===== src/rtl/mips_multicycle_ctrl.sv =====
// rtl/mips_multicycle_ctrl.sv - multicycle MIPS sequencing controller with retired-instruction counter
module mips_multicycle_ctrl #(
  parameter int CNT_W = 32
) (
  input  logic             clock,
  input  logic             reset_n,
  input  logic [5:0]       opcode,
  input  logic [5:0]       funct,
  input  logic             zero,
  input  logic             mem_ready,
  output logic             pc_write,
  output logic             ior_d,
  output logic             mem_read,
  output logic             mem_write,
  output logic             ir_write,
  output logic             reg_write,
  output logic [1:0]       reg_dst,
  output logic [1:0]       mem_to_reg,
  output logic             alu_src_a,
  output logic [2:0]       alu_src_b,
  output logic [2:0]       alu_op,
  output logic [1:0]       pc_source,
  output logic             instr_done,
  output logic             illegal,
  output logic [CNT_W-1:0] retired,
  output logic [3:0]       state
);

  typedef enum logic [3:0] {
    S_IDLE   = 4'd0,  S_FETCH  = 4'd1,  S_DECODE = 4'd2,  S_MEMADR = 4'd3,
    S_MEMRD  = 4'd4,  S_MEMWB  = 4'd5,  S_MEMWR  = 4'd6,  S_EXEC   = 4'd7,
    S_ALUWB  = 4'd8,  S_BRANCH = 4'd9,  S_JUMP   = 4'd10, S_JAL    = 4'd11,
    S_JR     = 4'd12, S_IMMEX  = 4'd13, S_IMMWB  = 4'd14, S_LUIWB  = 4'd15
  } state_t;

  state_t cur, nxt;

  // All outputs decode from cur, so the async reset clears them without a clock edge.
  always_ff @(posedge clock or negedge reset_n) begin
    if (!reset_n) cur <= S_IDLE;
    else          cur <= nxt;
  end

  always_ff @(posedge clock or negedge reset_n) begin
    if (!reset_n)        retired <= '0;
    else if (instr_done) retired <= retired + CNT_W'(1);
  end

  assign state = cur;

  always_comb begin
    nxt        = cur;
    pc_write   = 1'b0;
    ior_d      = 1'b0;
    mem_read   = 1'b0;
    mem_write  = 1'b0;
    ir_write   = 1'b0;
    reg_write  = 1'b0;
    reg_dst    = 2'd0;
    mem_to_reg = 2'd0;
    alu_src_a  = 1'b0;
    alu_src_b  = 3'd0;
    alu_op     = 3'd0;
    pc_source  = 2'd0;
    instr_done = 1'b0;
    illegal    = 1'b0;
    unique case (cur)
      S_IDLE: nxt = S_FETCH;
      S_FETCH: begin
        mem_read  = 1'b1;
        alu_src_b = 3'd1;
        ir_write  = mem_ready;
        pc_write  = mem_ready;
        if (mem_ready) nxt = S_DECODE;
      end
      S_DECODE: begin
        alu_src_b = 3'd3;
        unique case (opcode)
          6'd0:                         nxt = (funct == 6'd8) ? S_JR : S_EXEC;
          6'd35, 6'd43:                 nxt = S_MEMADR;
          6'd4, 6'd5:                   nxt = S_BRANCH;
          6'd8, 6'd10, 6'd12, 6'd13,
          6'd14:                        nxt = S_IMMEX;
          6'd15:                        nxt = S_LUIWB;
          6'd2:                         nxt = S_JUMP;
          6'd3:                         nxt = S_JAL;
          default: begin
            nxt        = S_FETCH;
            illegal    = 1'b1;
            instr_done = 1'b1;
          end
        endcase
      end
      S_MEMADR: begin
        alu_src_a = 1'b1;
        alu_src_b = 3'd2;
        nxt       = (opcode == 6'd35) ? S_MEMRD : S_MEMWR;
      end
      S_MEMRD: begin
        mem_read = 1'b1;
        ior_d    = 1'b1;
        if (mem_ready) nxt = S_MEMWB;
      end
      S_MEMWB: begin
        reg_write  = 1'b1;
        mem_to_reg = 2'd1;
        instr_done = 1'b1;
        nxt        = S_FETCH;
      end
      S_MEMWR: begin
        mem_write  = 1'b1;
        ior_d      = 1'b1;
        instr_done = mem_ready;
        if (mem_ready) nxt = S_FETCH;
      end
      S_EXEC: begin
        alu_src_a = 1'b1;
        alu_op    = 3'd2;
        nxt       = S_ALUWB;
      end
      S_ALUWB: begin
        reg_write  = 1'b1;
        reg_dst    = 2'd1;
        instr_done = 1'b1;
        nxt        = S_FETCH;
      end
      S_BRANCH: begin
        alu_src_a  = 1'b1;
        alu_op     = 3'd1;
        pc_source  = 2'd1;
        pc_write   = ((opcode == 6'd4) & zero) | ((opcode == 6'd5) & ~zero);
        instr_done = 1'b1;
        nxt        = S_FETCH;
      end
      S_JUMP: begin
        pc_write   = 1'b1;
        pc_source  = 2'd2;
        instr_done = 1'b1;
        nxt        = S_FETCH;
      end
      S_JAL: begin
        pc_write   = 1'b1;
        pc_source  = 2'd2;
        reg_write  = 1'b1;
        reg_dst    = 2'd2;
        mem_to_reg = 2'd2;
        instr_done = 1'b1;
        nxt        = S_FETCH;
      end
      S_JR: begin
        pc_write   = 1'b1;
        pc_source  = 2'd3;
        instr_done = 1'b1;
        nxt        = S_FETCH;
      end
      S_IMMEX: begin
        alu_src_a = 1'b1;
        alu_src_b = (opcode == 6'd8 || opcode == 6'd10) ? 3'd2 : 3'd4;
        unique case (opcode)
          6'd10:   alu_op = 3'd6;
          6'd12:   alu_op = 3'd4;
          6'd13:   alu_op = 3'd3;
          6'd14:   alu_op = 3'd5;
          default: alu_op = 3'd0;
        endcase
        nxt = S_IMMWB;
      end
      S_IMMWB: begin
        reg_write  = 1'b1;
        instr_done = 1'b1;
        nxt        = S_FETCH;
      end
      S_LUIWB: begin
        reg_write  = 1'b1;
        mem_to_reg = 2'd3;
        instr_done = 1'b1;
        nxt        = S_FETCH;
      end
      default: nxt = S_IDLE;
    endcase
  end

endmodule


===== config.mk =====
export PLATFORM = sky130hd
export DESIGN_NAME = mips_multicycle_ctrl
export DESIGN_NICKNAME = d
export VERILOG_FILES = /design/src/rtl/mips_multicycle_ctrl.sv
export SDC_FILE = /design/constraint.sdc
export NUM_CORES = 1
export LEC_CHECK = 0
export ABC_AREA = 1
export BUFFER_PORTS_ARGS = -buffer_cell sky130_fd_sc_hd__buf_4
export CAP_MARGIN = 10
export CORE_ASPECT_RATIO = 0.8
export CORE_MARGIN = 4
export CORE_UTILIZATION = 53
export CTS_BUF_LIST = sky130_fd_sc_hd__clkbuf_16
export DETAILED_ROUTE_END_ITERATION = 8
export HOLD_SLACK_MARGIN = 0.02
export PLACE_DENSITY = 0.8
export SKIP_CTS_REPAIR_TIMING = 1
export SLEW_MARGIN = 20
export SYNTH_ARGS = -nofsm -noshare
export SYNTH_HDL_FRONTEND = slang
export SYNTH_SLANG_ARGS = --single-unit
export TNS_END_PERCENT = 5

===== constraint.sdc =====
create_clock -name clock -period 1.8 [get_ports clock]
set_clock_uncertainty 0.05 [all_clocks]
set_input_delay 0.18 -clock clock [delete_from_list [all_inputs] [get_ports clock]]
set_output_delay 0.18 -clock clock [all_outputs]
set_load 0.02 [all_outputs]

---- Yosys cells after proc, flatten, opt, wreduce, memory -nomap -nowiden ----
Index checks and enable logic that the tools add are counted.
storage, ports and cells
  register bits ........................... 36
  bits in latches ......................... 0
  memory bits (writable) .................. 0
  bits in read-only memories .............. 0
  output and inout port bits .............. 57
  logic and storage cells ................. 78
  memories kept ........................... 0
operators by class
  add/subtract/negate cells ............... 1
  multiply operators ...................... 0
  divide/modulo/power cells ............... 0
  $lt $le $gt $ge ......................... 0
  equal/unequal tests ..................... 31
  shift-type cells ........................ 0
  muxes and demuxes ....................... 24
  bitwise logic cells ..................... 4
  reduce and logical (&&, ||, !) cells .... 16
operators by type and width
  cell                                                                    number
  6-bit by 4-bit equality test with 1-bit output (second input constant)  7
  32-bit by 1-bit adder with 32-bit output (second input constant)        1
  4-bit equality test (second input constant)                             8
  4-bit case mux with 8 select lines                                      1
  4-bit case mux with 7 select lines                                      1
  3-bit case mux with 4 select lines                                      2
  4-bit by 3-bit equality test with 1-bit output (second input constant)  4
  4-bit two-way mux                                                       4
  13-bit OR reduction                                                     1
  6-bit by 2-bit equality test with 1-bit output (second input constant)  2
  6-bit by 3-bit equality test with 1-bit output (second input constant)  2
  6-bit equality test (second input constant)                             2
  2-bit case mux with 3 select lines                                      2
  2-bit OR reduction                                                      5
  5-bit OR reduction                                                      2
  3-bit case mux with 3 select lines                                      1
  9-bit OR reduction                                                      1
  4-bit by 2-bit equality test with 1-bit output (second input constant)  2
  1-bit two-way mux                                                       8
  8-bit OR reduction                                                      1
  6-bit logical NOT                                                       1
  2-bit inequality test (second input constant)                           3
  1-bit case mux with 3 select lines                                      2
  4-bit by 1-bit equality test with 1-bit output (second input constant)  1
  11 further kinds                                                        12

---- Longest topological paths before layout ----
Gate-level depths: netlist of run 1.
  depth after elaboration ................. 4
  mapped depth ............................ 12

---- Worst setup path before layout of run 1 ----
Ideal clock, no wire load.
  kind .................................... register to output
  start point ............................. register cur[3], in the netlist state[3]
  end point ............................... output pc_write
  arrival time ............................ 1.689 ns
  data required time ...................... 1.570 ns
  slack ................................... -0.119 ns
  stages on the path, launching flop included .. 7
  cell sequence ........................... dfrtp_1 > inv_1 > nor2_1 > inv_1 > o21ai_0 > nor2_1 > o31ai_1
on the way
  word-level cells in the longest chain between the ends .. 3
  elaborated cells between the ends (all ways) .. 7
  those cells by class .................... 5 x eq/ne; 1 x mux; 1 x reduce/logical
RTL lines
  element                                 line  RTL
  from (decl)                             36    state_t cur, nxt;
  from (signal assigned)                  41    else cur <= nxt;
  4-bit equality test                     67    unique case (cur)
  3-bit OR reduction (no source line)     --
  1-bit case mux with 3 select lines (*)  67
  to (decl)                               11    output logic pc_write,
Every way passes the cells marked *; elsewhere a longest branch is shown, timed or not.

---- Worst setup path in the final report of run 1 ----
  start point ............................. register cur[0], in the netlist state[0]
  end point ............................... output pc_write
Same word-level chain as after synthesis.

==> impl_metrics.ini, run 1 <==
[status]
status = complete, but fails checks
violations = setup timing

[finish]
n_fill_cell = 338
multi_input_area_um2 = 1670
syn_to_final_growth_pct = 41.7
antenna_cells = 0
fin_util_pct = 80.7
drive_gt1_share_pct = 28.1
finalInstanceArea_um2 = 3840
nets = 547
regArea_um2 = 905

[setup_path]
crit_type = reg -> out
critPathLaunchType = register
critPathArrivalTime_ns = 1.73
cp.required_ns = 1.57
worst_setup_path_end_kind = primary output
cp_max_fo = 4

[power_and_ir_drop]
total_power_mw = 4.67
power.switching_mw = 2.10
power_density_nw_per_um2 = 1220
seqPwrFrac_pct = 22.6
vdd_drop_max_uv = 1010
clkPwrFrac_pct = 17.2
p_leak_nw = 1.97
switching_share_pct = 44.9
internal-power_mw = 2.57
combPwrFrac_pct = 60.1

[global_routing]
grt_max_degree = 37
antenna_found_initial = 0
grt_pass1_vias = 2790
grt_pass1_wl_um = 13300
track_usage_pct = 26.5
grt_overflow = 0

[floorplanning]
io_pins = 73
die_w_um = 88.0
fp.coreArea_um2 = 4760
die-area_um2 = 6330
die_height_um = 72.0
rows = 22
start_util_pct = 56.9

[synth]
ys_ff_latch = 36
yosysWarnings = 0
synth_most_common_cell = nand2_1
yosys.cell_types.count = 32
yosysTopAreaCell = dfrtp_1
synth-seq-area-share_pct = 33.2
async_flop_share_pct = 100
synth.cell_area_um2 = 2710
synth-edff-count = 0
ys.flop_type = dfrtp_1
yosys-top-cells-area = dfrtp_1 33%, nand2_1 20%, nor2_1 8.4%
synth_fp_nets = 436
yosysTopAreaCellShare_pct = 33.2
synth_cells = 419
synth_commonest_cells = 142 x nand2_1, 61 x nor2_1, 43 x nand3_1
synth.avg_cell_area_um2 = 6.47

[clock_network]
h-tree-depth = 2
path_clk_slew_ns = 0.05
cts_buffers = 5
clk_latency_ns = 0.28
clock_path_buffers = 2
clockRootBuffer = clkbuf_16
tritoncts = yes
cts.sinks = 36

[drt]
drt_iter0_drc = 297
dr.pass1.iters = 5
vias = 3311
drc = 0
ant_nets = 0
drt-wirelength-per-cell_um = 15.3
finalWirelength_um = 9030
via_per_inst = 5.60

[timing]
setup_viol = 6
rsz0062_at_grt = true
setup_ws_ns = -0.159
timing.hold.ws_ns = 0.235
worstMarginPinSlew_ns = 0.474
fmax_mhz = 510
slew_headroom_pct = 68.4
fin_crit_sh_pct = 109
drv_slew = 0
hold_violations = 0
min_period_ns = 1.96

[run]
maxCapViolations = 0

[hold_path]
hp-class = in -> reg

[place]
io_buffers = 72
placed_area_um2 = 3470
dpl.hpwl_um = 6570
place_congestion = 0.961
-- metrics by stage --
step,TNS (ns),cells,setup WS [ns]
after global placement,0,566,0.0709
after detailed placement,-0.0143,566,-0.0143
after floorplan,-1.33,419,-0.101
after CTS,-0.872,574,-0.263
after global routing,-1.52,591,-0.197
final,-0.408,591,-0.159
-- worst max-delay path: stages, from the launching register on --
cell and delay (ns):
dfrtp_2 0.44, buf_4 0.17, nor2_4 0.16, nand3_1 0.13
o21ai_1 0.19, nor2_1 0.12, o31ai_2 0.07, buf_4 0.17
-- routing by layer --
metal | GRT usage [%] | vias to the layer above | share of wire [%]
met5 | 0 | - | 0
met4 | 4.43 | 0 | 1.2
met3 | 4.99 | 16 | 9.1
met2 | 36.5 | 174 | 44
met1 | 43.1 | 1550 | 45
li1 | - | 1571 | -
-- registers in the layout (all words and copies together) (netlist names) --
name     cells
retired     32
state        4
-- placed cells by master, fill, tap and decap left out, drive strengths merged --
cell type / instances
a221oi: 1
xor2: 18
o2111ai: 1
dfrtp: 36
clkbuf: 5
nand2: 144
a2111oi: 1
ha: 1
xnor2: 9
nand4: 5
nand3b: 1
a22oi: 1
nor2: 65
buf: 112
nand3: 44
nor3: 16
clkinv: 3
dlygate4sd3: 1
o41ai: 1
a21oi: 4
inv: 42
o31ai: 1
o21ai: 16
o211ai: 2
o311ai: 1
-- cell type report --
| cell class | count | share of cell area, % |
|---|---|---|
| Sequential cell | 36 | 23.6 |
| Inverter | 42 | 4.30 |
| Timing Repair Buffer | 113 | 23.2 |
| Clock buffer | 5 | 3.26 |
| Clock inverter | 3 | 0.293 |
| Tap cell | 60 | 1.95 |
| Multi-Input combinational cell | 332 | 43.5 |
-- final timing paths --
check | from | endpoint | slack, ns | cells after the start
min in group asynchronous | reset_n | retired[3] | 0.36 | 2
max in group asynchronous | reset_n | state[3] | 0.99 | 2
min reg2reg | retired[31] | retired[31] | 0.53 | 2
max | state[0] | pc_write | -0.16 | 7
min | mem_ready | state[0] | 0.24 | 4
max reg2reg | state[1] | retired[2] | -0.03 | 10
-- power groups by stage --
| stage | Combinational [mW] | Sequential, mW | Clock (mW) |
|---|---|---|---|
| floorplan | 1.25 | 1.20 | 0 |
| global placement | 2.29 | 1.04 | 0 |
| detailed placement | 2.32 | 1.05 | 0 |
| CTS | 2.33 | 1.04 | 0.818 |
| global route | 2.97 | 1.07 | 0.856 |
| finish | 2.81 | 1.06 | 0.805 |
-- cells by family after synthesis --
group / synth area share, %
xor gates and xnor gates: 8.72
DFF: 33.2
adders and majority gates: 0.461
AOI/OAI and AO/OA: 6.92
and+or+nand+nor: 42.5
buffers and inverters: 8.12
(Power assumes the default switching activity.)
==> inputs of run 2 (changes only) <==
- PLACE_DENSITY: 0.8 -> not set
- PLACE_DENSITY_LB_ADDON: not set -> 0.15
==> impl_metrics.ini, run 2 (synthesis results as in run 1) <==
[status]
status = complete, but fails checks
violations = setup timing

[drt]
finalWirelength_um = 8940
drt_iter0_drc = 297
vias = 3275
drc = 0
ant_nets = 0
dr.pass1.iters = 7
via_per_inst = 5.62
drt-wirelength-per-cell_um = 15.3

[floorplanning]
die-area_um2 = 6330
start_util_pct = 56.9
rows = 22
die_height_um = 72.0
die_w_um = 88.0
io_pins = 73
fp.coreArea_um2 = 4760

[clock_network]
clk_latency_ns = 0.28
h-tree-depth = 2
cts_buffers = 5
clockRootBuffer = clkbuf_16
tritoncts = yes
clock_path_buffers = 2
path_clk_slew_ns = 0.06
cts.sinks = 36

[power_and_ir_drop]
total_power_mw = 4.58
power_density_nw_per_um2 = 1200
vdd_drop_max_uv = 986
p_leak_nw = 1.95

[setup_path]
crit_end = state[1]
path_cells = inv_4, nand2_1, nor2_1, o21ai_0, nand3_1, a21oi_1, a21oi_1
critPathLaunchType = register
crit_top_cell = a21oi_1
reg2reg_depth = 7
r2r-end = state[1]
cp.required_ns = 1.91
r2r_slack_ns = -0.03
max_stage_delay_ns = 0.50
critPathArrivalTime_ns = 1.94
r2r_start = state[3]
cp_max_fo = 6
slowest_stage = o21ai_0
crit_start = state[3]
crit_type = reg -> reg
worst_setup_path_end_kind = register

[timing]
min_period_ns = 1.83
drv_slew = 0
setup_ws_ns = -0.0312
rsz0062_at_grt = true
timing.hold.ws_ns = 0.208
fmax_mhz = 546
slew_headroom_pct = 59.7
fin_crit_sh_pct = 102
worstMarginPinSlew_ns = 0.599
hold_violations = 0
setup_viol = 2

[finish]
mostFrequentLayoutCells = 141 x nand2_1, 101 x buf_4, 52 x nor2_1
n_fill_cell = 346
multi_input_area_um2 = 1690
drive_gt1_share_pct = 28.9
final_common_cell = nand2_1
regArea_um2 = 907
antenna_cells = 0
largest_reg_flops = 32
stdcell_count = 583
nets = 540
syn_to_final_growth_pct = 40.3
regMostFlops = retired

[global_routing]
grt_pass1_wl_um = 13500
grt_pass1_vias = 2740
track_usage_pct = 27.0
grt_overflow = 0
antenna_found_initial = 0
grt_max_degree = 37

[place]
place_congestion = 1.04
io_buffers = 72
dpl.hpwl_um = 6650
dp_cells = 562

[run]
maxCapViolations = 0

[hold_path]
hp-class = in -> reg
## run 2: cell count changes in the layout (fill, tap and decap cells not counted), moves of 2 or more
cell / delta
nor2_1: -3
dfrtp_1: -2
dfrtp_2: +2
nand2_2: -2
buf_6: -2
nor2_2: +4
inv_1: -3
nor3_1: -2
buf_4: -5
## run 2: routing by layer
metal | wire, um | vias to the layer above | GRT usage, %
met4 | 135 | 0 | 3.41
met2 | 3890 | 197 | 39.1
met3 | 912 | 24 | 4.99
met1 | 4000 | 1508 | 42.8
met5 | 0 | - | 0
li1 | - | 1546 | -
## run 2: cell type report
| type | instances | share of cell area, % |
|---|---|---|
| clock inverters | 2 | 0.230 |
| inverters | 42 | 4.41 |
| well taps | 60 | 1.97 |
| flip-flops and latches | 36 | 23.8 |
| multi-input cells | 332 | 44.4 |
| clock buffers | 5 | 3.29 |
| repair buffers | 106 | 21.8 |
## run 2: how the worst min path moves through the flow
stage	from	end	slack, ns	cells past startpoint
finish	mem_ready	state[1]	0.21	3
floorplan	reset_n	retired[0]	-0.17	0
global route	mem_ready	state[1]	0.25	3
global placement	reset_n	state[2]	0.11	1
detailed placement	reset_n	state[2]	0.12	1
CTS	reset_n	state[3]	-0.17	1
## run 2: critical path: cells and delay by family (launching register included)
family / cells / cell delay [ns]
AO/OA/AOI/OAI: 3 / 0.79
buffers and inverters: 1 / 0.09
flip-flops: 1 / 0.43
AND/OR/NAND/NOR: 3 / 0.35
## run 2: stage by stage
| step | cell area (um2) | utilization [%] | setup slack [ns] | setup TNS [ns] |
|---|---|---|---|---|
| 2_1_floorplan | 2710 | - | -0.101 | -1.33 |
| 3_3_place_gp | 3430 | 72.0 | 0.0832 | 0 |
| 3_5_place_dp | 3430 | 72.0 | -0.00461 | -0.00461 |
| 4_1_cts | 3560 | 74.8 | -0.261 | -0.837 |
| 5_1_grt | 3800 | 79.9 | -0.0719 | -0.360 |
| 6_report | 3800 | 79.9 | -0.0312 | -0.0436 |
## run 2: report_power, final
| part | switching (mW) | leakage, nW | internal (mW) | total [mW] |
|---|---|---|---|---|
| registers | 0.166 | 0.481 | 0.933 | 1.10 |
| clock network | 0.321 | 0.0709 | 0.497 | 0.818 |
| logic | 1.61 | 1.40 | 1.05 | 2.66 |
| total | 2.10 | 1.95 | 2.48 | 4.58 |
